<file path="src/rtl/mux_pkg.sv">
// Shared constants for the stream multiplexer slice: mode encodings and
// default sizing used by the top level and its bench.
package mux_pkg;

    localparam logic MODE_FIXED    = 1'b0;
    localparam logic MODE_RR       = 1'b1;

    localparam int   DEFAULT_WIDTH = 8;
    localparam int   DEFAULT_NCH   = 4;

endpackage

</file>
<file path="src/rtl/rr_pick.sv">
// Rotating-priority picker: returns the lowest requesting index at or above
// ptr, otherwise wraps to the lowest requesting index overall.
module rr_pick #(
    parameter int NCH   = 4,
    parameter int SEL_W = 2
) (
    input  logic [NCH-1:0]   req,
    input  logic [SEL_W-1:0] ptr,
    output logic [SEL_W-1:0] grant,
    output logic             found
);

    logic             hi_found;
    logic             lo_found;
    logic [SEL_W-1:0] hi_idx;
    logic [SEL_W-1:0] lo_idx;

    // Scan downward so the last hit is the lowest index in each half-range.
    always_comb begin
        hi_found = 1'b0;
        lo_found = 1'b0;
        hi_idx   = '0;
        lo_idx   = '0;
        for (int i = NCH - 1; i >= 0; i--) begin
            if (req[i]) begin
                lo_found = 1'b1;
                lo_idx   = SEL_W'(i);
                if (SEL_W'(i) >= ptr) begin
                    hi_found = 1'b1;
                    hi_idx   = SEL_W'(i);
                end
            end
        end
        found = lo_found;
        grant = hi_found ? hi_idx : lo_idx;
    end

endmodule

</file>
<file path="src/rtl/stream_mux_n.sv">
// N-channel stream multiplexer with a single output register. Channels are
// chosen either by a fixed select or by round-robin arbitration.
module stream_mux_n
    import mux_pkg::*;
#(
    parameter int WIDTH = DEFAULT_WIDTH,
    parameter int NCH   = DEFAULT_NCH,
    parameter int SEL_W = $clog2(NCH)
) (
    input  logic                 clk,
    input  logic                 rst_n,
    input  logic                 mode,
    input  logic [SEL_W-1:0]     sel,
    input  logic [NCH-1:0]       in_valid,
    input  logic [NCH*WIDTH-1:0] in_data,
    output logic [NCH-1:0]       in_ready,
    output logic                 out_valid,
    input  logic                 out_ready,
    output logic [WIDTH-1:0]     out_data,
    output logic [SEL_W-1:0]     out_ch
);

    logic [NCH-1:0]   req;
    logic [WIDTH-1:0] words [NCH];
    logic [SEL_W-1:0] grant;
    logic             found;
    logic             load;
    logic [WIDTH-1:0] grant_word;
    logic [SEL_W-1:0] ptr_next;

    logic             out_valid_reg;
    logic [WIDTH-1:0] out_data_reg;
    logic [SEL_W-1:0] out_ch_reg;
    logic [SEL_W-1:0] ptr_reg;

    // Eligibility per channel; a select beyond NCH-1 matches no channel.
    generate
        for (genvar gi = 0; gi < NCH; gi++) begin : g_ch
            assign req[gi]   = in_valid[gi] & ((mode == MODE_RR) | (sel == SEL_W'(gi)));
            assign words[gi] = in_data[gi*WIDTH +: WIDTH];
        end
    endgenerate

    // In fixed mode at most one request is set, so the picker simply finds it.
    rr_pick #(
        .NCH   (NCH),
        .SEL_W (SEL_W)
    ) u_pick (
        .req   (req),
        .ptr   (ptr_reg),
        .grant (grant),
        .found (found)
    );

    // Load when the output register is free or draining and someone is granted.
    assign load     = rst_n & found & (~out_valid_reg | out_ready);
    assign ptr_next = (grant == SEL_W'(NCH - 1)) ? '0 : grant + 1'b1;

    // Word mux and one-hot handshake on the granted channel.
    always_comb begin
        grant_word = '0;
        in_ready   = '0;
        for (int i = 0; i < NCH; i++) begin
            if (grant == SEL_W'(i)) begin
                grant_word  = words[i];
                in_ready[i] = load;
            end
        end
    end

    // Output register and round-robin pointer.
    always_ff @(posedge clk) begin
        if (!rst_n) begin
            out_valid_reg <= 1'b0;
            out_data_reg  <= '0;
            out_ch_reg    <= '0;
            ptr_reg       <= '0;
        end else if (load) begin
            out_valid_reg <= 1'b1;
            out_data_reg  <= grant_word;
            out_ch_reg    <= grant;
            if (mode == MODE_RR) begin
                ptr_reg <= ptr_next;
            end
        end else if (out_ready) begin
            out_valid_reg <= 1'b0;
        end
    end

    assign out_valid = out_valid_reg;
    assign out_data  = out_data_reg;
    assign out_ch    = out_ch_reg;

endmodule
</file>
<file path="config.mk">
export PLATFORM = sky130hd
export DESIGN_NAME = stream_mux_n
export DESIGN_NICKNAME = d
export VERILOG_FILES = /design/src/rtl/mux_pkg.sv /design/src/rtl/rr_pick.sv /design/src/rtl/stream_mux_n.sv
export SDC_FILE = /design/constraint.sdc
export NUM_CORES = 1
export LEC_CHECK = 0
export CORE_ASPECT_RATIO = 1.25
export CORE_UTILIZATION = 41
export CTS_CLUSTER_SIZE = 10
export DETAILED_ROUTE_END_ITERATION = 7
export GPL_TIMING_DRIVEN = 0
export PLACE_DENSITY = 0.84
export SLEW_MARGIN = 20
export SYNTH_ARGS = -nofsm -noshare
export SYNTH_HDL_FRONTEND = slang
export SYNTH_SLANG_ARGS = --single-unit
</file>
<file path="constraint.sdc">
create_clock -name clk -period 4.23 [get_ports clk]
set_clock_uncertainty 0.05 [all_clocks]
set_input_delay 0.423 -clock clk [delete_from_list [all_inputs] [get_ports clk]]
set_output_delay 0.423 -clock clk [all_outputs]
set_load 0.05 [all_outputs]
</file>
# After elaboration in Yosys (flattened, before gate mapping)
# Index checks and enable logic that the tools add are counted.
[word_totals] reg_bits=13 inputBits=42 output_inout_bits=15 wordCells=67
[op_classes] add_sub_neg=1 order_cmp=4 eq_ne=6 muxes=36 bitwise_logic=12 reduce_logical=4
[ops] cell="8-bit two-way mux" count=4
[ops] cell="2-bit two-way mux" count=14
[ops] cell="1-bit two-way mux" count=18
[ops] cell="2-bit equality test (second input constant)" count=4
[ops] cell="1-bit bitwise AND" count=6
[ops] cell="1-bit bitwise OR" count=5
[ops] cell="2-bit by 1-bit equality test with 1-bit output (second input constant)" count=2
[ops] cell="1-bit by 2-bit greater-or-equal comparator with 1-bit output (first input constant)" count=2
[ops] cell="2-bit greater-or-equal comparator (first input constant)" count=2
[ops] cell="2-bit zero test" count=2
[ops] cell="2-bit by 1-bit adder with 2-bit output (second input constant)" count=1
[ops] cell="2-bit AND reduction" count=1
[ops] cell="2-bit nonzero test" count=1
[ops] cell="1-bit inverter" count=1

# Logic depth before layout (Yosys ltp)
# Gate-level depths: netlist of the first run.
[depth] depth_word=16 depth_mapped=12 ltp_nobuf=10

# Modules after synthesis
# From an unflattened synthesis of the first run, not the netlist that was laid out.
[unflattened] hier_cells=132 area_unflattened_um2=1109.8
[by_module_without_submodules] module="stream_mux_n" instances=1 cells_each=118 area_per_inst_um2=1036.0 seq_area_each_um2=260.2
[by_module_without_submodules] module="rr_pick" instances=1 cells_each=14 area_per_inst_um2=73.8 seq_area_each_um2=0.0

# Worst setup path after synthesis of the first run
# No wires, ideal clock.
[synth_path] kind="input port to output port" startpoint="input sel[0]" endpoint="output in_ready[3]" t_arrival_ns=2.329 t_required_ns=3.757 setup_slack_ns=1.428 stages=10 n_path_buf=3 cell_sequence="buf_6 -> mux2i_1 -> o21ai_0 -> nand4_1 -> o211ai_1 -> inv_1 -> ha_1 -> clkbuf_1 -> clkbuf_1 -> and2_1"
[synth_via] elab_chain_len=13 elab_cells_between_ends=39 classes_between="eq/ne: 4; mux: 24; bitwise: 10; reduce/logical: 1"
[synth_lines] item="start, declared" line="stream_mux_n.sv:13" text="input logic [SEL_W-1:0] sel,"
[synth_lines] item="2-bit equality test" line="stream_mux_n.sv:39" text="assign req[gi] = in_valid[gi] & ((mode == MODE_RR) | (sel == SEL_W'(gi)));"
[synth_lines] item="1-bit bitwise OR" line="stream_mux_n.sv:39"
[synth_lines] item="1-bit bitwise AND" line="stream_mux_n.sv:39"
[synth_lines] item="2-bit two-way mux or 1-bit two-way mux (tied branches)" line="rr_pick.sv:25" text="if (req[i]) begin"
[synth_lines] item="2-bit two-way mux or 1-bit two-way mux (tied branches)" line="rr_pick.sv:28" text="if (SEL_W'(i) >= ptr) begin"
[synth_lines] item="2-bit two-way mux or 1-bit two-way mux (tied branches)" line="rr_pick.sv:25"
[synth_lines] item="2-bit two-way mux or 1-bit two-way mux (tied branches)" line="rr_pick.sv:28"
[synth_lines] item="2-bit two-way mux or 1-bit two-way mux (tied branches)" line="rr_pick.sv:25"
[synth_lines] item="2-bit two-way mux or 1-bit two-way mux (tied branches)" line="rr_pick.sv:28"
[synth_lines] item="2-bit two-way mux or 1-bit two-way mux (tied branches)" line="rr_pick.sv:25"
[synth_lines] item="2-bit two-way mux (*)" line="rr_pick.sv:35" text="grant = hi_found ? hi_idx : lo_idx;"
[synth_lines] item="via grant[1]" line="stream_mux_n.sv:25" text="logic [SEL_W-1:0] grant;"
[synth_lines] item="2-bit equality test (*)" line="stream_mux_n.sv:64" text="if (grant == SEL_W'(i)) begin"
[synth_lines] item="1-bit two-way mux (*)" line="stream_mux_n.sv:64"
[synth_lines] item="end, declared" line="stream_mux_n.sv:16" text="output logic [NCH-1:0] in_ready,"
# Mark *: on every way through the listed nets, which the timed path passes. The rest lies on a longest branch.

# Worst setup path in the final report of the first run
[layout_path] startpoint="input sel[1]" endpoint="output in_ready[2]"
# The elaborated chain is that of the path after synthesis.

==> results of run 1 <==
-- stage by stage --
step	power, W	hold slack (ps)	area, µm²
2_1_floorplan	0.000338	449	1030
3_3_place_gp	0.000441	392	1620
3_5_place_dp	0.000447	401	1620
4_1_cts	0.000524	413	1650
5_1_grt	0.000552	428	1650
6_report	0.000518	411	1650
-- what timing repair did --
action,4_1_cts,5_1_grt
gates resized for setup,0,1
setup endpoints to repair,0,1
setup buffers,0,0
-- layout by cell type (no fill, tap or decap), types with 2 or more instances in the layout --
master and count:
clkbuf_1 6, a21oi_1 11, nand2_1 16, clkdlybuf4s50_1 54
clkbuf_4 3, nor2_1 4, nor3_1 7, nor3b_1 2
dfxtp_1 13, ha_1 4, and2_1 5, a221oi_1 7
nor2b_1 11, nand3_1 2, mux2i_1 11, inv_1 5
o21ai_0 6
-- final cells by class --
type                            count  area share [%]
Inverter                            6            1.37
Timing Repair Buffer               55            33.5
Sequential cell                    13            15.8
Clock buffer                        4            1.59
Multi-Input combinational cell    102            42.3
Buffer                              8            3.03
Tap cell                           31            2.35
-- worst max-delay path, cell delays in order --
cell and delay (ps):
clkdlybuf4s50_1 640, nor2b_2 260, o21ai_2 110, nand2_1 110
o211ai_1 160, inv_1 120, ha_1 280, clkbuf_1 330
and2_1 180, clkdlybuf4s50_1 790
-- where the power goes --
group          internal (W)  switching [W]  leakage, nW
clock             0.0000366      0.0000393       0.0150
combinational      0.000123       0.000164        0.527
sequential         0.000143      0.0000122        0.108
-- kinds of logic after synthesis --
| logic type | share of synthesized area, % |
|---|---|
| mux | 10.7 |
| compound gates | 27.3 |
| flops | 25.2 |
| simple gates | 24.9 |
| buf+inv | 7.04 |
| fa+ha+maj | 4.85 |
-- routing by layer --
metal,vias to the layer above,share of wire [%],track usage [%]
li1,582,-,-
met1,495,38,23.7
met2,58,48,41.5
met3,8,11,7.17
met4,0,2.1,11.0
met5,-,0,0
-- path summary, 6_finish.rpt --
kind | startpoint | end | slack [ps] | cells past startpoint
max reg2reg | ptr_reg[1]$_SDFFE_PN0P_ | out_data[3]$_SDFFE_PN0P_ | 1700 | 10
max | sel[1] | in_ready[2] | 360 | 10
min | out_data[1]$_SDFFE_PN0P_ | out_data[1]$_SDFFE_PN0P_ | 410 | 2
min reg2reg | out_data[1]$_SDFFE_PN0P_ | out_data[1]$_SDFFE_PN0P_ | 410 | 2
==> impl_metrics.csv, run 1 <==
group,metric,value,unit
synthesis,synth_top_area_share,25.2,%
final_layout,n_antenna_cell,0,
worst_setup_path,start_kind,"input pin",
worst_hold_path,holdCritPathClass,"register to register",
clock_network,htree_levels,1,
clock_network,cts-root-buf,"clkbuf_4",
synthesis,yosysSeqAreaShare,25.2,%
route,viasPerCell,5.22,
sta,worstMarginPinSlew,516,ps
synthesis,netlist_instances,129,
synthesis,postSynthAreaPerCell,7.99,µm²
worst_setup_path,worst_ep_required_time,3760,ps
route,dr.pass1.iters,3,
global_routing,grt_usage,23.4,%
synthesis,synthesis.nets,175,
floorplanning,start_util,45.2,%
global_routing,grt_pass1_wl,4.57,mm
route,postRouteAntennaNets,0,
synthesis,yosysWarnings,0,
synthesis,synth_ff_type,"dfxtp_1",
place,port_buffers,55,
synthesis,syn_area,0.00103,mm²
place,dp_slack,151,ps
floorplanning,io_pins,57,
global_routing,gr-total-overflow,0,
sta,tns,0,ps
final_layout,filler_cell_count,197,
floorplanning,die_h,58.1,µm
floorplanning,dieArea,0.00272,mm²
final_layout,finalNonFillerCells,219,
pwr,peakVddDrop,0.000279,V
clock_network,clk_latency,270,ps
sta,fin_crit_sh,91.5,%
synthesis,async_reset_ff_share,0,%
synthesis,synth_area_leader_cell,"dfxtp_1",
sta,fmax,258,MHz
sta,fin_ws,358,ps
route,drt_wl_total,3.03,mm
final_layout,areaGrowthSynthToFinish,60.0,%
clock_network,cts.reportedPaths.clkPinSlew,80,ps
route,routedWlPerCell,13.8,µm
place,place_hpwl,2.54,mm
worst_setup_path,endpoint_kind,"output port",
final_layout,finalNetCount,235,
place,place_inst,215,
floorplanning,chipWidth,46.9,µm
final_layout,multi_input_area,698,µm²
floorplanning,core_area,0.00228,mm²
clock_network,clkSinkCount,13,
global_routing,antenna_found_initial,0,
final_layout,utilization,72.3,%
global_routing,grt_pass1_vias,1110,
clock_network,clockBufferDepth,2,
route,drt-initial-drc-count,10,
route,dr_total_vias,1143,
sta,rsz0062_at_grt,"false",
worst_setup_path,arrival,3400,ps
synthesis,synth-edff-count,0,
sta,relSlewSlack,65.5,%
synthesis,ys_ff_latch,13,
floorplanning,row_count,19,
sta,fin_crit,3870,ps
outcome,status,"finished clean",
synthesis,yosysMostFrequentCell,"nand2_1",
synthesis,ys_top_cells_by_area,"dfxtp_1, mux2i_1, nor2b_1",
place,gp_congestion,0.800,
sta,final_hold_viol_count,0,
clock_network,tritoncts,"built",
global_routing,grt_max_degree,11,
worst_setup_path,crit_type,"input pin to output port",
final_layout,largest_reg_flops,8,
route,drt_drc_violations_left,0,
pwr,pwr_density_cell,314,mW/mm²
final_layout,register_area,260,µm²
final_layout,drive_gt1_share,6.91,%
pwr,leakage,0.650,nW
job,drv_cap,0,
clock_network,ctsHoldBuffers,0,
synthesis,synthDistinctLibCells,35,
synthesis,synth_top_cells_by_count,"nand2_1, dfxtp_1, a21oi_1, mux2i_1, nor2b_1",
sta,finalSetupViolations,0,
clock_network,numCtsBuffers,3,
sta,slew_viol_final,0,
worst_setup_path,worstPathMaxFanout,10,
Power figures use the tool's default switching activity.
==> run 2, diff against run 1 <==
--- a/config.mk
+++ b/config.mk
@@ -5,12 +5,16 @@
 export SDC_FILE = /design/constraint.sdc
 export NUM_CORES = 1
 export LEC_CHECK = 0
+export CELL_PAD_IN_SITES_DETAIL_PLACEMENT = 0
+export CELL_PAD_IN_SITES_GLOBAL_PLACEMENT = 2
 export CORE_ASPECT_RATIO = 1.25
-export CORE_UTILIZATION = 41
+export CORE_MARGIN = 3
+export CORE_UTILIZATION = 22
+export CTS_BUF_LIST = sky130_fd_sc_hd__clkbuf_8
 export CTS_CLUSTER_SIZE = 10
 export DETAILED_ROUTE_END_ITERATION = 7
 export GPL_TIMING_DRIVEN = 0
-export PLACE_DENSITY = 0.84
+export PLACE_DENSITY_LB_ADDON = 0.1
 export SLEW_MARGIN = 20
 export SYNTH_ARGS = -nofsm -noshare
 export SYNTH_HDL_FRONTEND = slang
==> impl_metrics.csv, run 2 (synthesized netlist as in run 1, its figures left out) <==
group,metric,value,unit
clock_network,tritoncts,"built",
place,placed_area,0.00165,mm²
route,drt_drc_violations_left,0,
pwr,power_frac_seq,28.2,%
final_layout,n_antenna_cell,0,
final_layout,register_area,260,µm²
final_layout,fin_area,0.00170,mm²
place,place_hpwl,2.73,mm
final_layout,multi_input_area,698,µm²
pwr,pwr_density_cell,324,mW/mm²
global_routing,grt_pass1_vias,1055,
floorplanning,die_h,82.5,µm
sta,tns,0,ps
clock_network,htree_levels,1,
final_layout,finalNetCount,235,
clock_network,cts.reportedPaths.clkPinSlew,50,ps
worst_setup_path,critPathBufInv,4,
clock_network,clkSinkCount,13,
sta,slew_viol_final,0,
pwr,swShare,40.1,%
worst_hold_path,holdCritPathClass,"register to register",
route,routedWlPerCell,13.5,µm
sta,relSlewSlack,66.3,%
floorplanning,core_area,0.00446,mm²
worst_setup_path,worstPathMaxFanout,10,
floorplanning,dieArea,0.00555,mm²
sta,fin_crit_sh,91.5,%
sta,fmax,258,MHz
floorplanning,start_util,23.1,%
sta,rsz0062_at_grt,"false",
pwr,p_int,0.000331,W
route,drt_wl_total,3.32,mm
final_layout,final_cell_mix,"clkdlybuf4s50_1, nand2_1, dfxtp_1",
global_routing,grt_pass1_wl,5.03,mm
final_layout,utilization,38.2,%
route,dr.pass1.iters,4,
worst_setup_path,crit_top_cell,"clkdlybuf4s50_1",
clock_network,clk_latency,240,ps
final_layout,filler_cell_count,489,
global_routing,grt_usage,12.0,%
clock_network,numCtsBuffers,3,
sta,hold_ws,409,ps
clock_network,cts-root-buf,"clkbuf_8",
final_layout,largest_reg_flops,8,
global_routing,gr-total-overflow,0,
clock_network,post_cts_buffers,0,
floorplanning,io_pins,57,
worst_setup_path,crit_type,"input pin to output port",
sta,worstMarginPinSlew,504,ps
pwr,power,0.000552,W
final_layout,drive_gt1_share,6.91,%
sta,finalSetupViolations,0,
final_layout,areaGrowthSynthToFinish,65.0,%
floorplanning,row_count,27,
worst_setup_path,cpPeakStageDelay,790,ps
place,port_buffers,55,
sta,final_hold_viol_count,0,
outcome,status,"finished clean",
route,postRouteAntennaNets,0,
pwr,leakage,0.661,nW
clock_network,clockBufferDepth,2,
floorplanning,chipWidth,67.2,µm
sta,fin_crit,3870,ps
worst_setup_path,crit_slowest_cell,"clkdlybuf4s50_1",
route,viasPerCell,4.56,
place,gp_congestion,0.793,
worst_setup_path,critPathTopFamily,"buffers and inverters",
route,drt-initial-drc-count,46,
job,drv_cap,0,
route,dr_total_vias,1121,
global_routing,antenna_found_initial,0,
worst_setup_path,endpoint_kind,"output port",
worst_setup_path,crit_chain,"clkdlybuf4s50_1 -> a21o_1 -> nand2_1 -> nand4_1 -> o211ai_1 -> inv_1 -> ha_1 -> clkbuf_1 -> and2_1 -> clkdlybuf4s50_1",
pwr,combPwrFrac,52.4,%
worst_setup_path,start_kind,"input pin",
worst_setup_path,worst_ep_required_time,3760,ps
final_layout,layout_commonest_cell,"clkdlybuf4s50_1",
global_routing,grt_max_degree,11,
worst_setup_path,arrival,3400,ps
pwr,p_sw,0.000221,W
pwr,p_clk_share,19.4,%
pwr,peakVddDrop,0.000153,V
run 2: cell types whose count changed in the layout (fill, tap and decap cells not counted), sizes merged:
cell,previous run,this run
clkbuf,9,8
inv,6,7
run 2: worst min-delay path: stages (launching register included):
cell and delay (ps):
dfxtp_1 300, nand2_1 50, mux2i_1 60
run 2: final timing paths:
check                                 from                        to  slack, ps  cells after the start
setup / recovery                    sel[1]               in_ready[2]        360                     10
hold / removal    out_data[2]$_SDFFE_PN0P_  out_data[2]$_SDFFE_PN0P_        410                      2
setup reg to reg   ptr_reg[1]$_SDFFE_PN0P_  out_data[7]$_SDFFE_PN0P_       1670                     10
hold reg to reg   out_data[2]$_SDFFE_PN0P_  out_data[2]$_SDFFE_PN0P_        410                      2
run 2: power groups by stage:
stage,combinational [W],clock [W],sequential [W]
2_1_floorplan,0.000118,0,0.000220
3_3_place_gp,0.000292,0,0.000158
3_5_place_dp,0.000294,0,0.000159
4_1_cts,0.000295,0.000112,0.000156
5_1_grt,0.000313,0.000118,0.000158
6_report,0.000289,0.000107,0.000156
run 2: per-stage QoR:
step | instances | setup WS (ps)
floorplan | 129 | 1430
global placement | 242 | 118
detailed placement | 242 | 98.7
CTS | 246 | 90.0
global route | 246 | 124
finish | 246 | 361
run 2: per-layer routing:
layer  wire, µm  track usage (%)  part of all wire, %
met4          0             1.83                    0
met3        243             3.52                  7.3
met2       1700             22.1                   51
met1       1380             13.8                   41
met5          0                0                    0
run 2: cell type report:
class / count / area share (%)
plain buffers: 8 / 2.94
clock buffers: 3 / 2.43
clock inverters: 1 / 0.221
inverters: 6 / 1.32
multi-input cells: 102 / 41.0
flip-flops and latches: 13 / 15.3
well taps: 58 / 4.26
repair buffers: 55 / 32.5
run 2: timing repair:
action / CTS / global route
resized for setup: 0 / 1
hold buffers: 0 / 0
setup endpoints to repair: 0 / 1
